### config.mk
export PLATFORM = sky130hd
export DESIGN_NAME = io_bus_router
export DESIGN_NICKNAME = d
export VERILOG_FILES = /design/src/rtl/io_bus_router.sv
export SDC_FILE = /design/constraint.sdc
export NUM_CORES = 1
export LEC_CHECK = 0
export ABC_CLOCK_PERIOD_IN_PS = 1700
export CORE_AREA = 2 2 120 122
export CTS_CLUSTER_DIAMETER = 40
export DETAILED_ROUTE_END_ITERATION = 6
export DIE_AREA = 0 0 122 124
export PLACE_DENSITY = 0.8
export SLEW_MARGIN = 20
export SYNTH_ARGS = -nofsm -noshare
export SYNTH_HDL_FRONTEND = slang
export SYNTH_SLANG_ARGS = --single-unit
### constraint.sdc
create_clock -name clk -period 1.7 [get_ports clk]
set_input_delay 0.51 -clock clk [delete_from_list [all_inputs] [get_ports clk]]
set_output_delay 0.51 -clock clk [all_outputs]
set_load 0.03 [all_outputs]
### src/rtl/io_bus_router.sv
// io_bus_router: one MMIO master to NUM_SLAVES IO cores via IDLE/WAIT/RESP handshake.
// Optional WAIT timeout enabled by defining IO_BUS_TIMEOUT_EN.
module io_bus_router #(
  parameter int                            NUM_SLAVES     = 4,
  parameter int                            REGION_SHIFT   = 8,
  parameter logic [NUM_SLAVES-1:0][31:0]   BASE_ADDRS     = '0,
  parameter int                            TIMEOUT_CYCLES = 255
) (
  input  logic                       clk,
  input  logic                       rst,
  input  logic                       io_bus_m_rd_en,
  input  logic                       io_bus_m_wr_en,
  input  logic [31:0]                io_bus_m_address,
  input  logic [31:0]                io_bus_m_wr_data,
  output logic                       io_bus_m_ready,
  output logic                       io_bus_m_resp_valid,
  output logic                       io_bus_m_resp_err,
  output logic [31:0]                io_bus_m_rd_data,
  output logic [NUM_SLAVES-1:0]      io_bus_s_rd_en,
  output logic [NUM_SLAVES-1:0]      io_bus_s_wr_en,
  output logic [31:0]                io_bus_s_address,
  output logic [31:0]                io_bus_s_wr_data,
  input  logic [32*NUM_SLAVES-1:0]   io_bus_s_rd_data,
  input  logic [NUM_SLAVES-1:0]      io_bus_s_ready
);

  localparam int IDX_W = (NUM_SLAVES > 1) ? $clog2(NUM_SLAVES) : 1;

  if (NUM_SLAVES < 1 || NUM_SLAVES > 16 || TIMEOUT_CYCLES < 1 || TIMEOUT_CYCLES > 65535)
  begin : g_param_check
    $error("io_bus_router: NUM_SLAVES or TIMEOUT_CYCLES out of range");
  end

  typedef enum logic [1:0] {IDLE, WAIT, RESP} state_t;

  state_t           state, state_next;
  logic [IDX_W-1:0] idx, idx_next;
  logic             is_write, is_write_next;
  logic             err_q, err_next;
  logic [31:0]      address_next, wr_data_next, rd_data_next;
  logic             hit;
  logic [IDX_W-1:0] hit_idx;
  logic             sel_ready;
  logic [31:0]      sel_data;

`ifdef IO_BUS_TIMEOUT_EN
  localparam logic [15:0] TIMEOUT_LIMIT = 16'(TIMEOUT_CYCLES - 1);
  logic [15:0] cnt, cnt_next;
`endif

  // Downward scan so the lowest matching index is the one left standing.
  always_comb begin
    hit     = 1'b0;
    hit_idx = '0;
    for (int i = NUM_SLAVES - 1; i >= 0; i--) begin
      if ((io_bus_m_address >> REGION_SHIFT) == (BASE_ADDRS[i] >> REGION_SHIFT)) begin
        hit     = 1'b1;
        hit_idx = IDX_W'(i);
      end
    end
  end

  always_comb begin
    sel_ready      = 1'b0;
    sel_data       = '0;
    io_bus_s_rd_en = '0;
    io_bus_s_wr_en = '0;
    for (int i = 0; i < NUM_SLAVES; i++) begin
      if (idx == IDX_W'(i)) begin
        sel_ready = io_bus_s_ready[i];
        sel_data  = io_bus_s_rd_data[32*i +: 32];
        if (state == WAIT) begin
          io_bus_s_rd_en[i] = ~is_write;
          io_bus_s_wr_en[i] = is_write;
        end
      end
    end
  end

  assign io_bus_m_ready      = (state == IDLE);
  assign io_bus_m_resp_valid = (state == RESP);
  assign io_bus_m_resp_err   = (state == RESP) & err_q;

  always_comb begin
    state_next    = state;
    idx_next      = idx;
    is_write_next = is_write;
    err_next      = err_q;
    address_next  = io_bus_s_address;
    wr_data_next  = io_bus_s_wr_data;
    rd_data_next  = io_bus_m_rd_data;
`ifdef IO_BUS_TIMEOUT_EN
    cnt_next      = cnt;
`endif
    case (state)
      IDLE: begin
        if (io_bus_m_rd_en && io_bus_m_wr_en) begin
          state_next   = RESP;
          err_next     = 1'b1;
          rd_data_next = '0;
        end else if (io_bus_m_rd_en || io_bus_m_wr_en) begin
          address_next  = io_bus_m_address;
          wr_data_next  = io_bus_m_wr_data;
          is_write_next = io_bus_m_wr_en;
          idx_next      = hit_idx;
          if (hit) begin
            state_next = WAIT;
`ifdef IO_BUS_TIMEOUT_EN
            cnt_next   = '0;
`endif
          end else begin
            state_next   = RESP;
            err_next     = 1'b1;
            rd_data_next = '0;
          end
        end
      end
      WAIT: begin
        // Ready takes priority over a timeout landing on the same cycle.
        if (sel_ready) begin
          state_next   = RESP;
          err_next     = 1'b0;
          rd_data_next = is_write ? 32'h0 : sel_data;
        end
`ifdef IO_BUS_TIMEOUT_EN
        else if (cnt == TIMEOUT_LIMIT) begin
          state_next   = RESP;
          err_next     = 1'b1;
          rd_data_next = '0;
        end else begin
          cnt_next = cnt + 16'd1;
        end
`endif
      end
      RESP:    state_next = IDLE;
      default: state_next = IDLE;
    endcase
  end

  always_ff @(posedge clk) begin
    if (rst) begin
      state            <= IDLE;
      idx              <= '0;
      is_write         <= 1'b0;
      err_q            <= 1'b0;
      io_bus_s_address <= '0;
      io_bus_s_wr_data <= '0;
      io_bus_m_rd_data <= '0;
`ifdef IO_BUS_TIMEOUT_EN
      cnt              <= '0;
`endif
    end else begin
      state            <= state_next;
      idx              <= idx_next;
      is_write         <= is_write_next;
      err_q            <= err_next;
      io_bus_s_address <= address_next;
      io_bus_s_wr_data <= wr_data_next;
      io_bus_m_rd_data <= rd_data_next;
`ifdef IO_BUS_TIMEOUT_EN
      cnt              <= cnt_next;
`endif
    end
  end

endmodule

==> flow_summary_export.csv <==
group,metric,value,unit
clock_network,root_buffer,"clkbuf_16",
synthesis,yosysUniqueCellTypes,29,
placed_design,place_congestion,0.736,
power,p_total,5.80,mW
outcome,status,"completed",
route,dr.pass1.iters,6,
timing,grt_setup_unrepaired,"true",
power,p_leak,2.79,nW
synthesis,post_synth.cell_area_avg,8.12,um^2
setup_path,startpoint_type,"primary input",
timing,slew_viol_final,0,
synthesis,yosysWarnings,0,
global_route,antenna_found_initial,0,
synthesis,synth_cells,461,
timing,finalSetupTns,0,ps
route,routedWlPerCell,14.1,um
floorplanning,die_w,122,um
floorplanning,die_h,124,um
route,drc,0,
clock_network,cts_tree,"yes",
floorplanning,io_pins,307,
cells_and_area,area_growth_syn_to_layout,71.7,%
setup_path,path_max_fanout,21,
clock_network,cts_buffers,9,
timing,setup_violations,0,
global_route,grt_pass1_wl,17600,um
clock_network,htree_levels,3,
placed_design,port_buffers,201,
placed_design,hpwl,8290,um
setup_path,worstSetupPathType,"in2reg",
synthesis,synth.yosys.seq_area_share,0.535,
route,drt_first_iter_violations,141,
floorplanning,core,13700,um^2
power,irDropWorstVdd,0.000368,V
setup_path,cp_data_arrival_time,1950,ps
clock_network,clk_pin_slew,60,ps
setup_path,endpoint_kind,"flop",
route,ant_nets,0,
cells_and_area,fill_cells,1367,
power,powerDensity,902,nW/um^2
cells_and_area,drive_above_1_share,0.110,
floorplanning,initial_core_util,0.273,
synthesis,netlist_area,3740,um^2
cells_and_area,nNetsFinal,867,
floorplanning,row_count,43,
clock_network,insertion_delay,340,ps
worst_hold_path,hold_class,"reg2reg",
clock_network,clockBufferDepth,2,
route,wirelength,12000,um
synthesis,synth-seq-cells,100,
setup_path,cp.required,1970,ps
timing,period_needed,1690,ps
route,via_per_inst,4.43,
floorplanning,die_area,15100,um^2
global_route,grtUsageTotal,0.151,
clock_network,cts_sinks,100,
timing,finalHoldViolations,0,
timing,clock_skew,6.76,ps
run,cap_violations,0,
cells_and_area,antenna_cells,0,
route,vias,3773,
timing,fin_crit_sh,0.992,
timing,clock.fmax,0.593,GHz
global_route,grt_pass1_vias,3555,
timing,holdWs,451,ps
global_route,grt_max_degree,102,
global_route,grt-ovfl-total,0,
-- worst max-delay path, cell delays in order --
cell             delay [ps]
clkdlybuf4s50_1         510
buf_4                   140
xor2_2                  160
and2_4                  220
buf_12                  170
nand2_1                  90
a21oi_2                 130
-- metal layers --
layer  vias up  wire length, um  track usage  share of wire
met5         -                0            0              0
met3        14             1290       0.0678           0.11
li1       1897                -            -              -
met1      1705             4920        0.167           0.41
met4         0              212       0.0632          0.018
met2       157             5550        0.251           0.46
-- per-stage QoR --
step	setup WS, ps	area (um^2)	instances	util
after floorplan	66.1	3770	466	-
after global placement	-855	6080	834	0.443
after detailed placement	-821	6080	834	0.443
after CTS	-14.3	6340	850	0.462
after global routing	-39.6	6430	851	0.468
final	14.2	6430	851	0.468
-- path summary, 6_finish.rpt --
path | startpoint | endpoint | slack, ps | cells past startpoint
worst max register to register | state[0] | err_q | 190 | 6
worst min register to register | io_bus_s_wr_data[24] | io_bus_s_wr_data[24] | 450 | 2
worst min-delay path | io_bus_s_wr_data[24] | io_bus_s_wr_data[24] | 450 | 2
worst max-delay path | io_bus_m_wr_en | io_bus_s_address[4] | 10 | 7
-- synthesized netlist by cell type --
master | instances | area share
a211oi_1 | 1 | 0.0020
a21oi_1 | 66 | 0.088
a21oi_4 | 1 | 0.0043
a31oi_1 | 1 | 0.0017
and2_1 | 2 | 0.0033
and3_1 | 2 | 0.0033
and4_1 | 1 | 0.0023
buf_1 | 1 | 0.0010
buf_2 | 5 | 0.0067
buf_4 | 13 | 0.026
buf_6 | 4 | 0.012
clkbuf_1 | 14 | 0.014
conb_1 | 1 | 0.0010
dfxtp_1 | 100 | 0.53
inv_1 | 2 | 0.0020
nand2_1 | 163 | 0.16
nand2b_1 | 34 | 0.057
nand3_1 | 1 | 0.0013
nor2_1 | 3 | 0.0030
nor2b_1 | 1 | 0.0017
nor3_1 | 1 | 0.0013
nor4_1 | 6 | 0.010
nor4b_4 | 1 | 0.0064
o21a_1 | 1 | 0.0020
o21ai_0 | 3 | 0.0040
o21ai_1 | 30 | 0.040
o311ai_1 | 1 | 0.0023
o31ai_1 | 1 | 0.0020
xor2_1 | 1 | 0.0023
-- timing repair --
item / CTS / global route
hold buffers: 0 / 0
buffers inserted: 1 / 0
endpoints found under the hold margin: 0 / 0
setup endpoints to repair: 160 / 64
resized for setup: 125 / 16
pin swaps: 4 / 4
cloned: 0 / 1
-- registers in the layout (all words and copies together) (netlist names) --
register,count
io_bus_s_address,32
err_q,1
state,2
is_write,1
io_bus_s_wr_data,32
io_bus_m_rd_data,32
-- placed cells by master (no fill, tap or decap), types with 3 or more instances in the layout --
cell and count:
clkdlybuf4s50_1 89, nor4_1 3, conb_1 6, clkbuf_8 3
o21ai_0 3, nand2_1 162, dfxtp_1 97, a21oi_1 58
dlygate4sd2_1 102, buf_12 12, nand2b_1 33, clkbuf_16 10
o21ai_1 30, buf_4 18, a21oi_2 8
-- logic make-up after synthesis --
| family | count (synthesis) | share of synthesized area |
|---|---|---|
| flip-flops | 100 | 0.535 |
| AO/OA/AOI/OAI | 105 | 0.147 |
| XOR/XNOR | 1 | 0.00234 |
| AND/OR/NAND/NOR | 215 | 0.253 |
| buffers and inverters | 39 | 0.0618 |
| other | 1 | 0.00100 |
-- power breakdown --
group / total (mW) / internal, mW / switching, mW
clock network: 2.11 / 1.26 / 0.852
logic: 1.17 / 0.525 / 0.644
registers: 2.52 / 2.46 / 0.0584
-- area by class of cell --
class                   count  area (um^2)  area share
well taps                 180          225      0.0350
clock inverters             1         30.0     0.00467
inverters                   2         7.51     0.00117
clock buffers              14          274      0.0426
repair buffers            227         2240       0.349
multi-input cells         327         1640       0.255
flip-flops and latches    100         2010       0.313
No activity file was read; power rests on OpenSTA's default activity.
==> edit 1: new RTL, same settings <==
The option `IO_BUS_TIMEOUT_EN` is turned on by a define.
--- a/src/rtl/io_bus_router.sv
+++ b/src/rtl/io_bus_router.sv
@@ -1,4 +1,6 @@
 // io_bus_router: one MMIO master to NUM_SLAVES IO cores via IDLE/WAIT/RESP handshake.
 // Optional WAIT timeout enabled by defining IO_BUS_TIMEOUT_EN.
+`define IO_BUS_TIMEOUT_EN
+
 module io_bus_router #(
   parameter int                            NUM_SLAVES     = 4,
Function: no difference found for any inputs over 4 cycles, from zero or initial values and one cycle with rst high; that may be too few to reach the edited logic, so the function may still have changed.
==> edit 1 against the original RTL <==
The run now ends with negative setup slack left. Hold slack worse by 100 ps. Area after synthesis increased by 34%. Total power up 32%. Synthesized cell count rose by 41%. Register-to-register slack got worse by 490 ps. Sequential share of layout area fell by 3.6 points. Routed wire length rose by 38%. Setup slack got worse by 310 ps. Sequential cell count increased by 16. Final area up 31%. Largest cell class is now multi-input gates. Largest power group is now the clock network. Highest routed layer unchanged.
==> edit 1: results (changes against the original RTL) <==
status: "complete, but fails checks"
violations: "negative setup slack"
synth_compound_area_share_pct: 19.7  # +5.1 points
grt_max_degree: 65  # -36%
p_seq_share_pct: 38.0  # -5.4 points
cts_made_buffers: 17  # +8
clk_share_pct: 7.00  # +2.3 points
ys_types: 45  # +55%
p_sw_share_pct: 25.4  # -1.4 points
inv_count: 8  # +6
power.leakage_nw: 3.38  # +21%
dp_slack_ps: -1270  # -449 ps
drive_above_1_share_pct: 21.4  # +10 points
drt_first_pass_iters: 4  # -2
setup_violations: 56  # +56
setup_ws_ps: -296  # -310 ps
fin_skew_ps: 6.83  # +0.0636 ps
n_clock_buffer: 21  # +7
clk_latency_ps: 410  # +70 ps
yosys.area_share.xor_xnor_pct: 0.174  # -0.060 points
cp.arrival_ps: 2330  # +380 ps
wire_per_inst_microns: 15.2  # +8.3%
gp_congestion: 0.851  # +16%
synth.top_cells.by_area: "dfxtp_1 (46%), nand2_1 (13%), a21oi_1 (11%), nand3b_1 (4.9%), o21ai_0 (3.3%)"
bufAreaShareNonClock_pct: 30.7  # -4.2 points
buffers: 276  # +22%
synthAdderAreaFrac_pct: 0.498  # +0.50 points
p_clk_share_pct: 47.0  # +11 points
worstPathMaxFanout: 7  # -67%
multi_input_area_share_pct: 31.6  # +6.1 points
grtUsageTotal_pct: 21.1  # +6.1 points
fin_nets: 1096  # +26%
wl_microns: 16500  # +38%
grt_pass1_wl_microns: 25400  # +44%
ys_seq_area_share_pct: 46.2  # -7.3 points
post_cts_buffers: 8  # +7
[edit 1: cell types whose count changed after synthesis, moves of 16 or more]
| cell | change |
|---|---|
| o21ai_0 | +30 |
| clkbuf_1 | +28 |
| dfxtp_1 | +16 |
| nand3b_1 | +33 |
| a21oi_1 | +42 |
| nor2_1 | +39 |
| nand2b_1 | -29 |
| o21ai_1 | -19 |
[edit 1: worst paths after layout]
check                                         start                                end  slack, ps  cells past startpoint
setup / recovery                cnt[0]$_SDFFE_PP0P_                cnt[2]$_SDFFE_PP0P_       -300                      8
hold / removal                 io_bus_m_address[12]  io_bus_s_address[12]$_SDFFE_PP0P_        350                      3
setup reg to reg                cnt[0]$_SDFFE_PP0P_                cnt[2]$_SDFFE_PP0P_       -300                      8
hold reg to reg   io_bus_s_address[11]$_SDFFE_PP0P_  io_bus_s_address[11]$_SDFFE_PP0P_        450                      2
[edit 1: layer usage]
layer	part of all wire, %	track usage [%]
met5	0	0
met4	2.1	8.76
met3	7.8	7.60
met2	50	36.2
met1	40	23.8
==> edit 2: new RTL, config.mk and constraints unchanged <==
Made on the original files. Re-encode `state_t` (3 states) as one-hot, 3 bits wide.
--- a/src/rtl/io_bus_router.sv
+++ b/src/rtl/io_bus_router.sv
@@ -32,5 +32,5 @@
   end
 
-  typedef enum logic [1:0] {IDLE, WAIT, RESP} state_t;
+  typedef enum logic [2:0] {IDLE = 3'b001, WAIT = 3'b010, RESP = 3'b100} state_t;
 
   state_t           state, state_next;
Function: no difference found for any inputs over 4 cycles, from zero or initial values and one cycle with rst high; so few cycles prove little.
==> edit 2 against the original RTL <==
The flow now finishes with violations (negative setup slack). Routed wire length grew 3.1%. Sequential cell count up 1. Via count rose by 3.4%. Setup slack got worse by 70 ps. Cell count up 2.5%. Final area rose by 4.6%. Total power grew 16%. Area after synthesis up 5.7%. Highest routed layer unchanged.
==> edit 2: results (changes against the original RTL) <==
status: "complete, but fails checks"
violations: "negative setup slack"
worstPathMaxFanout: 3  # -86%
h-tree-depth: 3  # unchanged
worstHoldPathType: "input pin to flip-flop"
ys_seq_area_share_pct: 51.1  # -2.4 points
grt_pass1_vias: 3704  # +4.2%
fillers: 1317  # -3.7%
final_common_cell: "nand2_1"
syn_inst: 469  # +1.7%
numPortBuffers: 201  # unchanged
clk_pin_slew_ps: 70
vias_per_cell: 4.47  # +0.88%
synth_common_cells: "nand2_1 (164), dfxtp_1 (101), a21oi_1 (68)"
gp_congestion: 0.716  # -2.7%
dp_hpwl_microns: 8490  # +2.3%
drtIter0Drc: 153  # +8.5%
vdd_drop_max_mv: 0.788  # +110%
drive_above_1_share_pct: 13.7  # +2.7 points
grt_max_degree: 100  # -2.0%
synth.top_cells.by_area: "dfxtp_1 (51%), nand2_1 (16%), a21oi_1 (8.6%), mux2i_1 (8.1%), nand2b_1 (5.2%)"
cp.arrival_ps: 1250  # -700 ps
grtUsageTotal_pct: 16.1  # +1.0 points
clock_path_buffers: 2  # unchanged
path_delay_family: "flip-flops"
max_stage_delay_ps: 360  # -150 ps
ys_types: 30  # +3.4%
setup_ws_ps: -56.3  # -70.5 ps
root_buffer: "clkbuf_16"
setup_violations: 31  # +31
wire_per_inst_microns: 14.2  # +0.64%
drt_first_pass_iters: 4  # -2
cap_violations: 0  # unchanged
grt_pass1_wl_microns: 18800  # +6.7%
dp_slack_ps: -844  # -22.7 ps
fin_nets: 888  # +2.4%
largestRegisters: "io_bus_m_rd_data: 32 flops, io_bus_s_address: 32 flops, io_bus_s_wr_data: 32 flops"
fin_skew_ps: 6.33  # -0.435 ps
crit_path_top_delay_cell: "dfxtp_4"
synth_top_area_share_pct: 51.1  # -2.4 points
power.leakage_nw: 3.00  # +7.8%
worstMarginPinSlew_ps: 509
[edit 2: cell types whose count changed after synthesis, sizes merged, moves of 6 or more]
cell    delta
clkbuf     +6
mux2i     +32
buf        -6
o21ai     -32
[edit 2: report_power, final]
group / switching, mW / internal (mW) / total (mW)
clock network: 0.885 / 1.18 / 2.06
logic: 1.12 / 0.927 / 2.05
registers: 0.0916 / 2.55 / 2.64
total: 2.10 / 4.65 / 6.75
[edit 2: per-stage QoR]
stage                     instances  area (sq um)  util [%]  TNS, ps
after floorplan                 474          3990         -    -15.3
after global placement          843          6270      45.7   -47190
after detailed placement        843          6270      45.7   -49250
after CTS                       870          6680      48.7     -175
after global routing            872          6720      49.0    -1730
final                           872          6720      49.0     -942
[edit 2: cell families (layout without fill, tap and decap cells)]
family	Yosys count	after routing	share of synthesized area [%]
AND/OR/NAND/NOR	222	222	25.1
flip-flops	101	101	51.1
AO/OA/AOI/OAI	74	74	10.1
buffers and inverters	38	256	5.34
multiplexers	32	32	8.10
other	1	6	0.0948
XOR/XNOR	1	1	0.221
[edit 2: area by class of cell]
| cell class | instances | area, sq um | share of cell area, % |
|---|---|---|---|
| clock inverter | 5 | 60.1 | 0.894 |
| tap | 180 | 225 | 3.35 |
| clock buffer | 10 | 239 | 3.56 |
| timing repair buffer | 240 | 2290 | 34.1 |
| sequential | 101 | 2030 | 30.2 |
| inverter | 1 | 3.75 | 0.0558 |
| multi-input combinational | 335 | 1870 | 27.9 |
[edit 2: path summary, 6_finish.rpt]
path                                                          end  cells after the start                              start  slack (ps)
worst min-delay path            io_bus_s_address[14]$_SDFFE_PP0P_                      3               io_bus_m_address[14]         420
worst min register to register  io_bus_s_wr_data[14]$_SDFFE_PP0P_                      2  io_bus_s_wr_data[14]$_SDFFE_PP0P_         450
worst max-delay path                            io_bus_s_rd_en[0]                      4              state[0]$_SDFFE_PP1P_         -60
worst max register to register  io_bus_m_rd_data[26]$_SDFFE_PP0P_                      8              state[0]$_SDFFE_PP1P_         -20
[edit 2: layer usage]
layer | track usage, % | share of wire [%]
met5 | 0 | 0
met1 | 17.7 | 40
met4 | 5.32 | 1.6
met3 | 8.70 | 11
met2 | 26.5 | 47
[edit 2: repair_timing]
item / 4_1_cts / 5_1_grt
pin swaps: 14 / 10
buffers inserted: 10 / 2
gates cloned: 3 / 0
hold buffers: 0 / 0
resized for setup: 172 / 20
hold endpoints to repair: 0 / 0
setup endpoints to repair: 141 / 46
[edit 2: worst reg2reg max path, cell delays in order (launching register included)]
cell	delay, ps
dfxtp_4	370
nand2b_4	150
buf_4	130
o32a_4	170
nor2_4	40
a211oi_4	230
buf_6	200
buf_12	150
mux2i_1	200
